===== src/rtl/line_clear_ctrl.sv =====
// Line-clear sequencer for a ROWS x COLS occupancy map: scans bottom-up, removes
// full rows by shifting everything above down one row, then blanks row 0.
module line_clear_ctrl #(
  parameter int ROWS = 8,
  parameter int COLS = 8,
  localparam int AW = (ROWS > 1) ? $clog2(ROWS) : 1,
  localparam int CW = $clog2(ROWS + 1)
) (
  input  logic            clk,
  input  logic            reset,
  input  logic            start,
  output logic [AW-1:0]   row_rd_addr,
  input  logic [COLS-1:0] row_rd_data,
  output logic            row_wr_en,
  output logic [AW-1:0]   row_wr_addr,
  output logic [COLS-1:0] row_wr_data,
  output logic            busy,
  output logic            done,
  output logic [CW-1:0]   lines_cleared,
  output logic [2:0]      dbg_state_o
);

  typedef enum logic [2:0] {
    S_IDLE  = 3'd0,
    S_SCAN  = 3'd1,
    S_SHIFT = 3'd2,
    S_CLR   = 3'd3,
    S_DONE  = 3'd4
  } state_e;

  localparam logic [AW-1:0] LAST_ROW = AW'(ROWS - 1);

  state_e        state_q;
  logic [AW-1:0] r_q;
  logic [AW-1:0] s_q;
  logic [CW-1:0] lc_q;
  logic          row_full;

  assign row_full = (row_rd_data == '1);

  // Handshake: start is a request taken only in IDLE (no queuing); the pass
  // acknowledges with a single-cycle done, and busy covers SCAN/SHIFT/CLR.
  always_ff @(posedge clk or posedge reset) begin
    if (reset) begin
      state_q <= S_IDLE;
      r_q     <= LAST_ROW;
      s_q     <= '0;
      lc_q    <= '0;
    end else begin
      case (state_q)
        S_IDLE: begin
          if (start) begin
            state_q <= S_SCAN;
            r_q     <= LAST_ROW;
            lc_q    <= '0;
          end
        end
        S_SCAN: begin
          if (row_full) begin
            lc_q    <= lc_q + CW'(1);
            s_q     <= r_q;
            // A full top row has nothing above it to copy down.
            state_q <= (r_q == '0) ? S_CLR : S_SHIFT;
          end else if (r_q == '0) begin
            state_q <= S_DONE;
          end else begin
            r_q <= r_q - AW'(1);
          end
        end
        S_SHIFT: begin
          if (s_q == AW'(1)) begin
            state_q <= S_CLR;
          end else begin
            s_q <= s_q - AW'(1);
          end
        end
        S_CLR:   state_q <= S_SCAN;
        S_DONE:  state_q <= S_IDLE;
        default: state_q <= S_IDLE;
      endcase
    end
  end

  always_comb begin
    row_rd_addr = r_q;
    row_wr_en   = 1'b0;
    row_wr_addr = s_q;
    row_wr_data = '0;
    busy        = 1'b0;
    done        = 1'b0;
    case (state_q)
      S_SCAN: busy = 1'b1;
      S_SHIFT: begin
        busy        = 1'b1;
        row_rd_addr = s_q - AW'(1);
        row_wr_en   = 1'b1;
        row_wr_addr = s_q;
        row_wr_data = row_rd_data;
      end
      S_CLR: begin
        busy        = 1'b1;
        row_wr_en   = 1'b1;
        row_wr_addr = '0;
      end
      S_DONE:  done = 1'b1;
      default: ;
    endcase
  end

  assign lines_cleared = lc_q;
  assign dbg_state_o   = state_q;

endmodule


===== config.mk =====
export PLATFORM = sky130hd
export DESIGN_NAME = line_clear_ctrl
export DESIGN_NICKNAME = d
export VERILOG_FILES = /design/src/rtl/line_clear_ctrl.sv
export SDC_FILE = /design/constraint.sdc
export NUM_CORES = 1
export LEC_CHECK = 0
export CORE_ASPECT_RATIO = 0.7
export CORE_MARGIN = 1
export CORE_UTILIZATION = 40
export CTS_CLUSTER_SIZE = 20
export DETAILED_ROUTE_END_ITERATION = 8
export PLACE_DENSITY = 0.74
export REMOVE_ABC_BUFFERS = 1
export SLEW_MARGIN = 30
export SYNTH_ARGS = -nofsm -noshare
export SYNTH_HDL_FRONTEND = slang
export SYNTH_SLANG_ARGS = --single-unit

===== constraint.sdc =====
create_clock -name clk -period 1.85 [get_ports clk]
set_input_delay 0.2775 -clock clk [delete_from_list [all_inputs] [get_ports clk]]
set_output_delay 0.2775 -clock clk [all_outputs]
set_load 0.05 [all_outputs]

==> summary.md, run 1 <==
| Metric | Value |
|---|---|
| Post-synthesis cell type count | 37 |
| Yosys warnings | 0 |
| Max rail drop VDD | 0.000463 V |
| Biggest area consumer among synthesized cells | dfrtp_1 |
| Detailed placer's ending HPWL | 1860 um |
| Setup TNS | -0.266 ns |
| Status | complete, but fails checks |
| Fill count | 159 |
| Cell area after layout | 1620 um2 |
| Overflow after GRT | 0 |
| Initial antenna violation count | 0 |
| Leakage | 0.000744 uW |
| Critical path peak fanout | 5 |
| DR vias/cell | 5.20 |
| Skew-Pair Late Insertion Delay | 0.29 ns |
| Post-synth top area share | 27.5% |
| Clk root buf | clkbuf_4 |
| Final Skew | 0.00204 ns |
| Slew @ Worst Pin | 0.515 ns |
| Critical Path End Type | primary output |
| H-tree Lvls | 1 |
| Share of cells above drive strength 1 | 38.9% |
| EDFF count, synth | 0 |
| Final Critical Period | 1.92 ns |
| PD cells | 1020 nW/um2 |
| Place WS | -0.119 ns |
| GRT Total Usage | 23.5% |
| Fin. Hold Viols | 0 |
| CTS tree | yes |
| Remaining DRCs | 0 |
| WS Path Type | flop to primary output |
| RSZ-0062 raised after global routing | yes |
| Synth top area cells | dfrtp_1 28%, dfstp_2 8.7%, ha_1 6.9% |
| DRT Pass-1 Iters | 4 |
| Fin worst setup slack | -0.0711 ns |
| CTS Hold Bufs | 0 |
| ANT cells | 0 |
| RD Place Congestion | 0.769 |
| Fmax | 521 MHz |
| Post-synthesis cell area | 910 um2 |
| CTS clk-pin slew, worst paths | 0.08 ns |
| CTS Sinks | 13 |
| Number of global-route vias before repair | 942 |
| CTS buffer count | 3 |
| Core ar. | 2150 um2 |
| Synth Register Bits | 13 |
| Wirelength per Cell | 14.3 um |
| Reg2reg start | dbg_state_o[0] |
| Final Util | 75.4% |
| Syn Inst Count | 99 |
| Seq/Total Area, Yosys | 36.2% |
| Initial DRC count | 36 |
| Critical Path RT | 1.57 ns |
| Via count | 942 |
| Ys async rst share | 100% |
| Final setup viols | 9 |
| Max-cap violations | 0 |
| Hold Path Class | input pin to async pin |
| Die X | 59.0 um |
| Pwr Total | 1660 uW |
| Final nets | 166 |
| Area after detailed placement | 1510 um2 |
| Mean Syn Cell Area | 9.19 um2 |
| Initial Utilization | 42.2% |
| Die H | 41.9 um |
| Total routed wirelength | 2580 um |
| Failing checks | setup timing |
| Port Buf Inserts | 34 |
| Clock buffer depth | 2 |
| Full die area | 2470 um2 |
| Rel. slew slack | 65.6% |
| Row cnt | 14 |
| Final Max Tran Viols | 0 |
| Layout area overhead | 78.5% |
| Largest net degree at the start of global routing | 14 |
| Remaining antenna violation count | 0 |
| Synth Flop Type | dfrtp_1 |
| WP data arrival | 1.64 ns |
| Worst Setup Start Kind | flop |
| I/O Pins | 35 |
| Fin crit share | 104% |
| First-pass GRT wire length | 4260 um |
| Timing startpoint of the critical path | dbg_state_o[0] |
## final timing paths
path                               endpoint  slack (ns)  cells past startpoint
max reg2reg                          s_q[1]        0.05                      7
max                          row_rd_addr[0]       -0.07                      6
min in group clk           lines_cleared[2]        0.53                      1
min reg2reg                lines_cleared[2]        0.53                      1
min                          dbg_state_o[0]        0.32                      2
max in group asynchronous    dbg_state_o[1]        1.15                      2
## repair_timing
action                     in CTS  in global routing
resized for setup              12                  6
pin swaps                       1                  2
setup endpoints to repair      12                 13
gates cloned                    2                  0
setup buffers                   4                  0
## power by group
group          internal, uW  switching (uW)  leakage, uW
clock                  83.9             102    0.0000150
combinational           490             547     0.000571
sequential              369            65.1     0.000157
## worst max-delay path: stages, from the launching register on
cell	delay, ns
dfrtp_1	0.41
buf_6	0.13
nor3b_4	0.27
buf_6	0.17
nor2_1	0.06
a21oi_2	0.16
buf_12	0.16
## synthesized netlist by cell type (3+ instances only)
cell type / n
a21oi_1: 7
inv_1: 7
a221o_1: 3
nand2b_1: 3
ha_1: 5
nand2_1: 9
o22a_1: 3
and2_1: 9
nor2_1: 8
nor3_1: 3
dfrtp_1: 10
dfstp_2: 3
## registers in the layout, indices dropped and copies added, names as in the netlist
signal,flops
dbg_state_o,3
lines_cleared,4
r_q,3
s_q,3
## cell usage in the layout (no fill, tap or decap), drive strengths merged, types with 2 or more instances in the layout
| master | count |
|---|---|
| nand2b | 3 |
| nor2 | 8 |
| buf | 34 |
| mux2 | 2 |
| inv | 7 |
| dfrtp | 10 |
| dfstp | 3 |
| clkdlybuf4s50 | 14 |
| mux2i | 2 |
| nand2 | 9 |
| a221o | 3 |
| and2 | 9 |
| o22a | 3 |
| ha | 5 |
| nor3b | 3 |
| a21oi | 8 |
| nor3 | 3 |
| clkbuf | 4 |
| nand4 | 2 |
## layer usage
| metal | part of all wire, % | routed length [um] | global-route usage (%) |
|---|---|---|---|
| met4 | 2.1 | 53 | 8.57 |
| met3 | 4.4 | 114 | 3.43 |
| met5 | 0 | 0 | 0 |
| met2 | 48 | 1250 | 36.8 |
| met1 | 45 | 1170 | 32.7 |
## cells by family after synthesis
logic type      Yosys count  share of synthesized area, %
compound gates           22                          17.6
buf+inv                   9                          3.71
flops                    13                          36.2
mux                       4                          4.68
xor+xnor                  2                          1.93
simple gates             44                          29.0
fa+ha+maj                 5                          6.88
## area by class of cell
type	instances	area [um2]	area share, %
clock buffer	4	26.3	1.62
sequential	13	333	20.5
multi-input combinational	77	582	35.8
timing repair buffer	48	617	38.0
tap	32	40.0	2.47
inverter	7	26.3	1.62
## metrics by stage
step           hold WS (ns)  std cells
6_report              0.320        181
5_1_grt               0.386        181
4_1_cts               0.342        181
3_5_place_dp          0.519        171
3_3_place_gp          0.490        171
2_1_floorplan         0.152         97
(Power assumes the default switching activity.)
==> run 2: changes to the inputs <==
--- a/config.mk
+++ b/config.mk
@@ -10,6 +10,8 @@
 export CORE_UTILIZATION = 40
 export CTS_CLUSTER_SIZE = 20
 export DETAILED_ROUTE_END_ITERATION = 8
+export GPL_TIMING_DRIVEN = 1
+export MAX_ROUTING_LAYER = met4
 export PLACE_DENSITY = 0.74
 export REMOVE_ABC_BUFFERS = 1
 export SLEW_MARGIN = 30
==> run 2 against run 1 <==
- the flow still finishes with violations (setup timing)
- routed wire length about the same
- largest power group unchanged
- die area unchanged
- via count up 0.21%
- sequential power is essentially flat
- hold slack got worse by 0.00050 ns
- highest routed layer unchanged
- critical path depth unchanged
==> summary.md, run 2 (synthesized netlist as in run 1, its figures left out) <==
| Metric | Value |
|---|---|
| RD Place Congestion | 0.780 (+1.4%) |
| Core ar. | 2150 um2 (unchanged) |
| Final Util | 75.4% (unchanged) |
| Critical Path End Type | primary output |
| Port Buf Inserts | 34 (unchanged) |
| Most frequent cells in the layout | 17 x buf_12, 14 x clkdlybuf4s50_1, 13 x buf_4 |
| Final Critical Period | 1.92 ns (-0.000275 ns) |
| Hold Path Class | input pin to async pin |
| Leakage | 0.000744 uW (unchanged) |
| CTS tree | yes |
| Status | complete, but fails checks |
| Overflow after GRT | 0 (unchanged) |
| Detailed placer's ending HPWL | 1860 um (unchanged) |
| Share of cells above drive strength 1 | 38.9% (unchanged) |
| Slew @ Worst Pin | 0.513 ns (-0.00225 ns) |
| R2r setup slk | 0.06 ns (about the same) |
| Reg2reg start | dbg_state_o[0] |
| H-tree Lvls | 1 (unchanged) |
| Max FFs per register | 4 (unchanged) |
| CTS Hold Bufs | 0 (unchanged) |
| Wirelength per Cell | 14.3 um (about the same) |
| Initial DRC count | 36 (unchanged) |
| Pwr Total | 1660 uW (about the same) |
| PD cells | 1020 nW/um2 (about the same) |
| Clock buffer depth | 2 (unchanged) |
| Worst Setup Start Kind | flop |
| Final setup viols | 8 (-1) |
| Fin. Hold Viols | 0 (unchanged) |
| CTS buffer count | 3 (unchanged) |
| DRT Pass-1 Iters | 4 (unchanged) |
| Initial Utilization | 42.2% (unchanged) |
| Die X | 59.0 um (unchanged) |
| Fin worst setup slack | -0.0708 ns (+0.000275 ns) |
| Die H | 41.9 um (unchanged) |
| CTS Sinks | 13 (unchanged) |
| Final Max Tran Viols | 0 (unchanged) |
| Largest net degree at the start of global routing | 14 (unchanged) |
| Failing checks | setup timing |
| Row cnt | 14 (unchanged) |
| Remaining DRCs | 0 (unchanged) |
| GRT Total Usage | 24.1% (+0.67 points) |
| Max-cap violations | 0 (unchanged) |
| Remaining antenna violation count | 0 (unchanged) |
| Total routed wirelength | 2580 um (about the same) |
| ANT cells | 0 (unchanged) |
| Final nets | 166 (unchanged) |
| CTS clk-pin slew, worst paths | 0.08 ns (about the same) |
| RSZ-0062 raised after global routing | yes |
| Critical path peak fanout | 5 (unchanged) |
| Max rail drop VDD | 0.000463 V (about the same) |
| Clk root buf | clkbuf_4 |
| Rel. slew slack | 65.8% (+0.15 points) |
| I/O Pins | 35 (unchanged) |
| Timing startpoint of the critical path | dbg_state_o[0] |
| Initial antenna violation count | 0 (unchanged) |
| Full die area | 2470 um2 (unchanged) |
| WP data arrival | 1.64 ns (about the same) |
| Skew-Pair Late Insertion Delay | 0.29 ns (about the same) |
| Number of global-route vias before repair | 941 (-0.11%) |
| WS Path Type | flop to primary output |
| Fin crit share | 104% (about the same) |
| DR vias/cell | 5.22 (+0.21%) |
| First-pass GRT wire length | 4260 um (unchanged) |
| Layout area overhead | 78.5% (unchanged) |
| Final Skew | 0.00201 ns (-0.0000313 ns) |
| Leading cell type in the layout, fill and taps excluded | buf_12 |
| Via count | 944 (+0.21%) |
| Critical Path RT | 1.57 ns (about the same) |
| Fmax | 521 MHz (about the same) |
[run 2: cell counts in the layout (fill, tap and decap cells not counted)]
No cell type changed its count.
[run 2: worst paths after layout]
check / cells past startpoint / end
max: 6 / row_rd_addr[0]
min: 2 / dbg_state_o[0]
max reg2reg: 7 / s_q[1]
min reg2reg: 1 / lines_cleared[2]
max in group asynchronous: 2 / dbg_state_o[1]
min in group clk: 1 / lines_cleared[2]
[run 2: worst max-delay path, cell delays in order, from the launching register on]
cell and delay, ns:
dfrtp_1 0.41, buf_6 0.13, nor3b_4 0.27, buf_6 0.17, nor2_1 0.06, a21oi_2 0.16, buf_12 0.16
[run 2: power by group]
part	switching [uW]	leakage [uW]	internal (uW)
logic	549	0.000571	490
clock network	102	0.0000150	83.9
registers	64.7	0.000157	369
total	715	0.000744	944
[run 2: metrics by stage]
stage | setup WS (ns) | setup TNS (ns) | area (um2) | hold slack, ns | instances
2_1_floorplan | -0.872 | -6.89 | 902 | 0.152 | 97
3_3_place_gp | -0.0377 | -0.0426 | 1510 | 0.490 | 171
3_5_place_dp | -0.119 | -0.254 | 1510 | 0.519 | 171
4_1_cts | -0.0215 | -0.122 | 1610 | 0.342 | 181
5_1_grt | -0.115 | -0.833 | 1620 | 0.386 | 181
6_report | -0.0708 | -0.253 | 1620 | 0.320 | 181
[run 2: routing by layer]
metal | vias up | part of all wire, % | track usage (%)
met2 | 33 | 48 | 36.8
met1 | 455 | 46 | 33.1
met3 | 4 | 3.5 | 2.80
met4 | 0 | 2.1 | 8.57
li1 | 452 | - | -
met5 | - | 0 | -
[run 2: layout make-up]
class / count / area, um2
Clock buffer: 4 / 26.3
Timing Repair Buffer: 48 / 617
Sequential cell: 13 / 333
Multi-Input combinational cell: 77 / 582
Inverter: 7 / 26.3
Tap cell: 32 / 40.0
Fill cell: 159 / 531
[run 2: repair_timing]
| action | in CTS | in global routing |
|---|---|---|
| setup endpoints to repair | 12 | 13 |
| gates cloned | 2 | 0 |
| resized for setup | 12 | 6 |
| buffers inserted | 4 | 0 |
| pin swaps | 1 | 2 |
